### config.mk
export PLATFORM = sky130hd
export DESIGN_NAME = axi_burst_master
export DESIGN_NICKNAME = d
export VERILOG_FILES = /design/src/rtl/axi_pkg.sv /design/src/rtl/axi_burst_beat_ctr.sv /design/src/rtl/axi_burst_master.sv
export SDC_FILE = /design/constraint.sdc
export NUM_CORES = 1
export LEC_CHECK = 0
export CAP_MARGIN = 30
export CORE_AREA = 2 2 140 142
export CTS_CLUSTER_DIAMETER = 120
export DETAILED_ROUTE_END_ITERATION = 12
export DIE_AREA = 0 0 142 144
export PLACE_DENSITY = 0.64
export SYNTH_ARGS = -nofsm -noshare
export SYNTH_HDL_FRONTEND = slang
export SYNTH_SLANG_ARGS = --single-unit
export TNS_END_PERCENT = 100
### constraint.sdc
create_clock -name aclk -period 2.8 [get_ports aclk]
set_input_delay 0.28 -clock aclk [delete_from_list [all_inputs] [get_ports aclk]]
set_output_delay 0.28 -clock aclk [all_outputs]
set_load 0.1 [all_outputs]
### src/rtl/axi_pkg.sv
// Shared AXI constants, FSM state encodings and response helper
// for the burst master and its beat counter.
package axi_pkg;

  localparam logic [1:0] AXI_BURST_INCR = 2'b01;

  localparam logic [1:0] AXI_RESP_OKAY   = 2'b00;
  localparam logic [1:0] AXI_RESP_EXOKAY = 2'b01;
  localparam logic [1:0] AXI_RESP_SLVERR = 2'b10;
  localparam logic [1:0] AXI_RESP_DECERR = 2'b11;

  typedef enum logic [1:0] {
    WIDLE = 2'd0,
    WADDR = 2'd1,
    WDATA = 2'd2,
    WRESP = 2'd3
  } wr_state_e;

  typedef enum logic [1:0] {
    RIDLE = 2'd0,
    RADDR = 2'd1,
    RDATA = 2'd2
  } rd_state_e;

  function automatic logic [1:0] resp_max(
    input logic [1:0] a,
    input logic [1:0] b
  );
    return (a > b) ? a : b;
  endfunction

endpackage

### src/rtl/axi_burst_beat_ctr.sv
// Burst beat counter: load beats-1, count down per beat, flag last.
// Ports: aclk, aresetn, load, len, beat in; last out.
module axi_burst_beat_ctr #(
  parameter int LEN_WIDTH = 8
) (
  input  logic                 aclk,
  input  logic                 aresetn,
  input  logic                 load,
  input  logic [LEN_WIDTH-1:0] len,
  input  logic                 beat,
  output logic                 last
);

  logic [LEN_WIDTH-1:0] cnt;

  // Decrement past zero wraps; owner FSM decides what that means.
  always_ff @(posedge aclk or negedge aresetn) begin
    if (!aresetn) begin
      cnt <= '0;
    end else if (load) begin
      cnt <= len;
    end else if (beat) begin
      cnt <= cnt - 1'b1;
    end
  end

  assign last = (cnt == '0);

endmodule

### src/rtl/axi_burst_master.sv
// AXI4 master: user commands -> INCR bursts, one txn per direction.
// Ports: aclk/aresetn, m_axi_* AXI4, u_wr_*/u_rd_* user; AXI_MASTER_ERR_LATCH_EN adds u_err*.
module axi_burst_master
  import axi_pkg::*;
#(
  parameter  int ID_WIDTH   = 4,
  parameter  int TXN_ID     = 0,
  parameter  int ADDR_WIDTH = 32,
  parameter  int DATA_WIDTH = 32,
  parameter  int LEN_WIDTH  = 8,
  localparam int STRB_WIDTH = DATA_WIDTH / 8
) (
  input  logic                  aclk,
  input  logic                  aresetn,
  output logic                  m_axi_awvalid,
  input  logic                  m_axi_awready,
  output logic [ADDR_WIDTH-1:0] m_axi_awaddr,
  output logic [ID_WIDTH-1:0]   m_axi_awid,
  output logic [LEN_WIDTH-1:0]  m_axi_awlen,
  output logic [2:0]            m_axi_awsize,
  output logic [1:0]            m_axi_awburst,
  output logic [2:0]            m_axi_awprot,
  output logic                  m_axi_wvalid,
  input  logic                  m_axi_wready,
  output logic [DATA_WIDTH-1:0] m_axi_wdata,
  output logic [STRB_WIDTH-1:0] m_axi_wstrb,
  output logic                  m_axi_wlast,
  input  logic                  m_axi_bvalid,
  output logic                  m_axi_bready,
  input  logic [1:0]            m_axi_bresp,
  input  logic [ID_WIDTH-1:0]   m_axi_bid,
  output logic                  m_axi_arvalid,
  input  logic                  m_axi_arready,
  output logic [ADDR_WIDTH-1:0] m_axi_araddr,
  output logic [ID_WIDTH-1:0]   m_axi_arid,
  output logic [LEN_WIDTH-1:0]  m_axi_arlen,
  output logic [2:0]            m_axi_arsize,
  output logic [1:0]            m_axi_arburst,
  output logic [2:0]            m_axi_arprot,
  input  logic                  m_axi_rvalid,
  output logic                  m_axi_rready,
  input  logic [DATA_WIDTH-1:0] m_axi_rdata,
  input  logic [1:0]            m_axi_rresp,
  input  logic                  m_axi_rlast,
  input  logic [ID_WIDTH-1:0]   m_axi_rid,
  input  logic                  u_wr_req,
  output logic                  u_wr_gnt,
  input  logic [ADDR_WIDTH-1:0] u_wr_addr,
  input  logic [LEN_WIDTH-1:0]  u_wr_len,
  input  logic                  u_wr_rok,
  output logic                  u_wr_ren,
  input  logic [DATA_WIDTH-1:0] u_wr_data,
  input  logic [STRB_WIDTH-1:0] u_wr_strb,
  output logic                  u_wr_done,
  output logic [1:0]            u_wr_resp,
  input  logic                  u_rd_req,
  output logic                  u_rd_gnt,
  input  logic [ADDR_WIDTH-1:0] u_rd_addr,
  input  logic [LEN_WIDTH-1:0]  u_rd_len,
  input  logic                  u_rd_wok,
  output logic                  u_rd_wen,
  output logic [DATA_WIDTH-1:0] u_rd_data,
`ifdef AXI_MASTER_ERR_LATCH_EN
  output logic                  u_rd_done,
  output logic [1:0]            u_rd_resp,
  output logic                  u_err,
  output logic [ADDR_WIDTH-1:0] u_err_addr,
  input  logic                  u_err_clr
`else
  output logic                  u_rd_done,
  output logic [1:0]            u_rd_resp
`endif
);

  localparam logic [2:0] AXSIZE = 3'($clog2(STRB_WIDTH));
  localparam logic [ID_WIDTH-1:0] AXID = ID_WIDTH'(TXN_ID);

  // IDs are constant and one txn is outstanding, so B/R IDs carry no info.
  logic unused_ids;
  assign unused_ids = ^{m_axi_bid, m_axi_rid};

  // ---------------- write channel ----------------
  wr_state_e             wr_st, wr_nx;
  logic [ADDR_WIDTH-1:0] wr_addr_q;
  logic [LEN_WIDTH-1:0]  wr_len_q;
  logic                  wr_done_q;
  logic [1:0]            wr_resp_q;
  logic                  w_load, w_beat, w_last;

  always_comb begin
    wr_nx         = wr_st;
    u_wr_gnt      = 1'b0;
    m_axi_awvalid = 1'b0;
    m_axi_wvalid  = 1'b0;
    m_axi_bready  = 1'b0;
    unique case (wr_st)
      WIDLE: begin
        if (u_wr_req) begin
          u_wr_gnt = 1'b1;
          wr_nx    = WADDR;
        end
      end
      WADDR: begin
        m_axi_awvalid = 1'b1;
        if (m_axi_awready) wr_nx = WDATA;
      end
      WDATA: begin
        m_axi_wvalid = u_wr_rok;
        if (u_wr_rok && m_axi_wready && w_last) wr_nx = WRESP;
      end
      WRESP: begin
        m_axi_bready = 1'b1;
        if (m_axi_bvalid) wr_nx = WIDLE;
      end
      default: wr_nx = WIDLE;
    endcase
  end

  assign w_load = m_axi_awvalid & m_axi_awready;
  assign w_beat = m_axi_wvalid & m_axi_wready;

  axi_burst_beat_ctr #(.LEN_WIDTH(LEN_WIDTH)) u_w_ctr (
    .aclk    (aclk),
    .aresetn (aresetn),
    .load    (w_load),
    .len     (wr_len_q),
    .beat    (w_beat),
    .last    (w_last)
  );

  always_ff @(posedge aclk or negedge aresetn) begin
    if (!aresetn) begin
      wr_st     <= WIDLE;
      wr_addr_q <= '0;
      wr_len_q  <= '0;
      wr_done_q <= 1'b0;
      wr_resp_q <= AXI_RESP_OKAY;
    end else begin
      wr_st     <= wr_nx;
      wr_done_q <= m_axi_bready & m_axi_bvalid;
      if (u_wr_gnt) begin
        wr_addr_q <= u_wr_addr;
        wr_len_q  <= u_wr_len;
      end
      if (m_axi_bready && m_axi_bvalid) wr_resp_q <= m_axi_bresp;
    end
  end

  assign m_axi_awaddr  = wr_addr_q;
  assign m_axi_awid    = AXID;
  assign m_axi_awlen   = wr_len_q;
  assign m_axi_awsize  = AXSIZE;
  assign m_axi_awburst = AXI_BURST_INCR;
  assign m_axi_awprot  = 3'b000;
  assign m_axi_wdata   = u_wr_data;
  assign m_axi_wstrb   = u_wr_strb;
  assign m_axi_wlast   = (wr_st == WDATA) & w_last;
  assign u_wr_ren      = w_beat;
  assign u_wr_done     = wr_done_q;
  assign u_wr_resp     = wr_resp_q;

  // ---------------- read channel ----------------
  rd_state_e             rd_st, rd_nx;
  logic [ADDR_WIDTH-1:0] rd_addr_q;
  logic [LEN_WIDTH-1:0]  rd_len_q;
  logic                  rd_done_q;
  logic [1:0]            rd_resp_q;
  logic [1:0]            rd_acc_q, rd_acc_nx;
  logic                  r_load, r_beat, r_last;

  always_comb begin
    rd_nx         = rd_st;
    u_rd_gnt      = 1'b0;
    m_axi_arvalid = 1'b0;
    m_axi_rready  = 1'b0;
    unique case (rd_st)
      RIDLE: begin
        if (u_rd_req) begin
          u_rd_gnt = 1'b1;
          rd_nx    = RADDR;
        end
      end
      RADDR: begin
        m_axi_arvalid = 1'b1;
        if (m_axi_arready) rd_nx = RDATA;
      end
      RDATA: begin
        m_axi_rready = u_rd_wok;
        if (u_rd_wok && m_axi_rvalid && m_axi_rlast) rd_nx = RIDLE;
      end
      default: rd_nx = RIDLE;
    endcase
  end

  assign r_load = m_axi_arvalid & m_axi_arready;
  assign r_beat = m_axi_rvalid & m_axi_rready;

  axi_burst_beat_ctr #(.LEN_WIDTH(LEN_WIDTH)) u_r_ctr (
    .aclk    (aclk),
    .aresetn (aresetn),
    .load    (r_load),
    .len     (rd_len_q),
    .beat    (r_beat),
    .last    (r_last)
  );

  // RLAST disagreeing with the beat count marks a short/long burst.
  always_comb begin
    rd_acc_nx = resp_max(rd_acc_q, m_axi_rresp);
    if (r_last != m_axi_rlast) begin
      rd_acc_nx = resp_max(rd_acc_nx, AXI_RESP_SLVERR);
    end
  end

  always_ff @(posedge aclk or negedge aresetn) begin
    if (!aresetn) begin
      rd_st     <= RIDLE;
      rd_addr_q <= '0;
      rd_len_q  <= '0;
      rd_done_q <= 1'b0;
      rd_resp_q <= AXI_RESP_OKAY;
      rd_acc_q  <= AXI_RESP_OKAY;
    end else begin
      rd_st     <= rd_nx;
      rd_done_q <= r_beat & m_axi_rlast;
      if (u_rd_gnt) begin
        rd_addr_q <= u_rd_addr;
        rd_len_q  <= u_rd_len;
        rd_acc_q  <= AXI_RESP_OKAY;
      end else if (r_beat) begin
        rd_acc_q  <= rd_acc_nx;
      end
      if (r_beat && m_axi_rlast) rd_resp_q <= rd_acc_nx;
    end
  end

  assign m_axi_araddr  = rd_addr_q;
  assign m_axi_arid    = AXID;
  assign m_axi_arlen   = rd_len_q;
  assign m_axi_arsize  = AXSIZE;
  assign m_axi_arburst = AXI_BURST_INCR;
  assign m_axi_arprot  = 3'b000;
  assign u_rd_wen      = r_beat;
  assign u_rd_data     = m_axi_rdata;
  assign u_rd_done     = rd_done_q;
  assign u_rd_resp     = rd_resp_q;

`ifdef AXI_MASTER_ERR_LATCH_EN
  // Done pulses fire while the txn's address latch is still intact.
  always_ff @(posedge aclk or negedge aresetn) begin
    if (!aresetn) begin
      u_err      <= 1'b0;
      u_err_addr <= '0;
    end else if (u_err_clr) begin
      u_err      <= 1'b0;
    end else if (!u_err) begin
      if (wr_done_q && wr_resp_q != AXI_RESP_OKAY) begin
        u_err      <= 1'b1;
        u_err_addr <= wr_addr_q;
      end else if (rd_done_q && rd_resp_q != AXI_RESP_OKAY) begin
        u_err      <= 1'b1;
        u_err_addr <= rd_addr_q;
      end
    end
  end
`endif

endmodule

==> impl_metrics.yaml <==
status:
  outcome: "finished clean"
clocking:
  hold_buffers: 1
  cts_tree: "built"
  cts_buffer_depth: 2
  post-cts-setup-buffers: 0
  cts-buffers-inserted: 9
  insertion_delay_ps: 350
  clockRootBuffer: "clkbuf_16"
  clkTransAtPathRegs_ps: 70
  cts_resized: 0
  h-tree-depth: 3
  cts.sinks: 108
setup_path:
  cp_max_fo: 3
  crit_path_top_delay_cell: "or4_4"
  cp.buffers_inverters: 1
  worstPathRequired_ps: 2520
  critPathKind: "reg2out"
  critPathCaptureType: "primary output"
  path_cells: "or4_4, nor4_4, buf_4"
  critical_path.top_delay_family: "simple AND/OR/NAND/NOR gates"
  cpPeakStageDelay_ps: 580
  cp-start-kind: "register"
  worstPathArrival_ps: 1900
place:
  place.gp.congestion: 0.815
  dpl.hpwl_um: 10400
  port_buffers: 191
layout:
  final_nets: 745
  drive_gt1_frac: 0.366
  fillCellCount: 1865
  diodes: 0
  synthToLayoutAreaGrowth_pct: 32.3
floorplanning:
  row_count: 51
  ios: 360
  die-area_um2: 20400
  die_y_um: 144
  core_um2: 19100
  die_x_um: 142
  initial_core_util: 0.277
sta:
  maxSlewHeadroom: 0.485
  fin_setup_tns_ps: 0
  fin_crit_sh: 0.779
  grt_setup_unrepaired: "no"
  slew_viol_final: 0
  fmax_mhz: 459
  fin_worst_skew_ps: 9.70
  finalCriticalPeriod_ps: 2180
  hold_viol: 0
  final-setup-viol-count: 0
  worstMarginPinSlew_ps: 765
route:
  top_layer_used: "met4"
  drc: 0
  viasPerCell: 4.38
  wl_per_cell_um: 16.4
  wl_met1_um: 4740
  met2WireLength_um: 6870
  met3WireLength_um: 1260
  num_vias: 3525
  wl_um: 13200
  dr.first_iter.drc_count: 168
  drtAntennaViolNets: 0
  dr.pass1.iters: 4
yosys:
  syn_inst: 435
  synth_top_area_cell: "dfrtp_1"
  netlist-cell-type-count: 43
  yosysWarnings: 0
  syn_area_per_cell_um2: 12.1
  synthArstFlopShare: 1.00
  synth_top_cell_area_share: 0.511
  synth_area_um2: 5290
  synth_commonest_cells: "108 x dfrtp_1, 92 x buf_4, 78 x mux2_2"
  synth_area_leaders: "dfrtp_1 51%, mux2_2 17%, buf_4 13%"
  synth_flop_cell: "dfrtp_1"
  synth.most_common_cell: "dfrtp_1"
  ys_seq_area_frac: 0.511
  synth-edff-count: 0
  ys_ff_latch: 108
grt:
  grt_start_max_net_pins: 66
  grt_pass1_vias: 3760
  grt_pass1_wl_um: 19900
  antenna_found_initial: 0
  grt_overflow: 0
  track_usage: 0.126
run:
  maxCapViolations: 0
min_path:
  hold_class: "in2async"
cell type report:
cell class | count | area, um^2 | share of cell area
clock buffers | 9 | 225 | 0.0322
clock inverters | 6 | 48.8 | 0.00698
inverters | 19 | 71.3 | 0.0102
multi-input cells | 226 | 1870 | 0.268
flip-flops and latches | 108 | 2700 | 0.386
well taps | 238 | 298 | 0.0426
repair buffers | 198 | 1770 | 0.254
final timing paths:
kind	startpoint	endpoint	slack (ps)	cells past startpoint
worst max-delay path	u_w_ctr.cnt[4]	m_axi_wlast	620	3
worst min-delay path	aresetn	m_axi_araddr[31]	360	2
worst max register to register	u_w_ctr.cnt[4]	wr_st[1]	690	4
worst min register to register	m_axi_araddr[4]	m_axi_araddr[4]	490	1
max in group asynchronous	aresetn	m_axi_awaddr[2]	1780	3
min in group aclk	m_axi_araddr[4]	m_axi_araddr[4]	490	1
per-layer routing:
metal	vias to the layer above	global-route usage
li1	1607	-
met1	1699	0.140
met2	190	0.217
met3	29	0.0487
met4	0	0.0558
met5	-	0
stage by stage:
step | setup slack, ps | util | hold WS [ps] | instance area (um^2) | instances
final | 620 | 0.367 | 360 | 6990 | 804
after global routing | 523 | 0.367 | 375 | 6990 | 804
after CTS | 577 | 0.367 | 351 | 6990 | 804
after detailed placement | 712 | 0.352 | 189 | 6710 | 788
after global placement | 724 | 0.352 | 189 | 6710 | 788
after floorplan | 106 | - | -15.6 | 5380 | 457
flip-flops by register name, indices dropped and copies added, names as in the netlist, 8 cells and up:
register,flops
m_axi_araddr,32
m_axi_arlen,8
m_axi_awaddr,32
m_axi_awlen,8
u_r_ctr.cnt,8
u_w_ctr.cnt,8
cells by family (layout without fill, tap and decap cells):
family	Yosys count	in the layout	synth area share
adders and majority gates	11	11	0.0260
muxes	87	87	0.185
buffers and inverters	123	232	0.154
AOI/OAI and AO/OA	31	31	0.0402
and+or+nand+nor	63	63	0.0661
xor gates and xnor gates	10	10	0.0166
DFF	108	108	0.511
other	2	24	0.00142
worst reg2reg max path, delay by kind of cell (launching register included):
family | cells | cell delay [ps]
AOI/OAI and AO/OA | 1 | 170
DFF | 1 | 410
muxes | 1 | 330
and+or+nand+nor | 2 | 1080
layout by cell type (no fill, tap or decap), types with 2 or more instances in the layout:
cell type,n
a21oi_1,8
a221o_1,4
a31oi_1,2
and2_1,2
buf_12,4
buf_4,99
clkbuf_16,9
clkdlybuf4s50_1,94
clkinvlp_4,2
conb_1,24
dfrtp_1,108
ha_1,11
inv_1,18
inv_6,2
mux2_1,6
mux2_2,78
mux2i_1,3
nand2_1,12
nand2b_1,3
nand3_1,3
nand4_1,2
nor2_1,19
nor3_1,5
nor4_1,4
o21ai_0,6
o21ai_1,3
o221ai_1,2
or4_4,3
xnor2_1,7
xor2_1,3
Power is not shown: default switching activity piles up to over one toggle a cycle in this logic, so the estimate is an artifact.
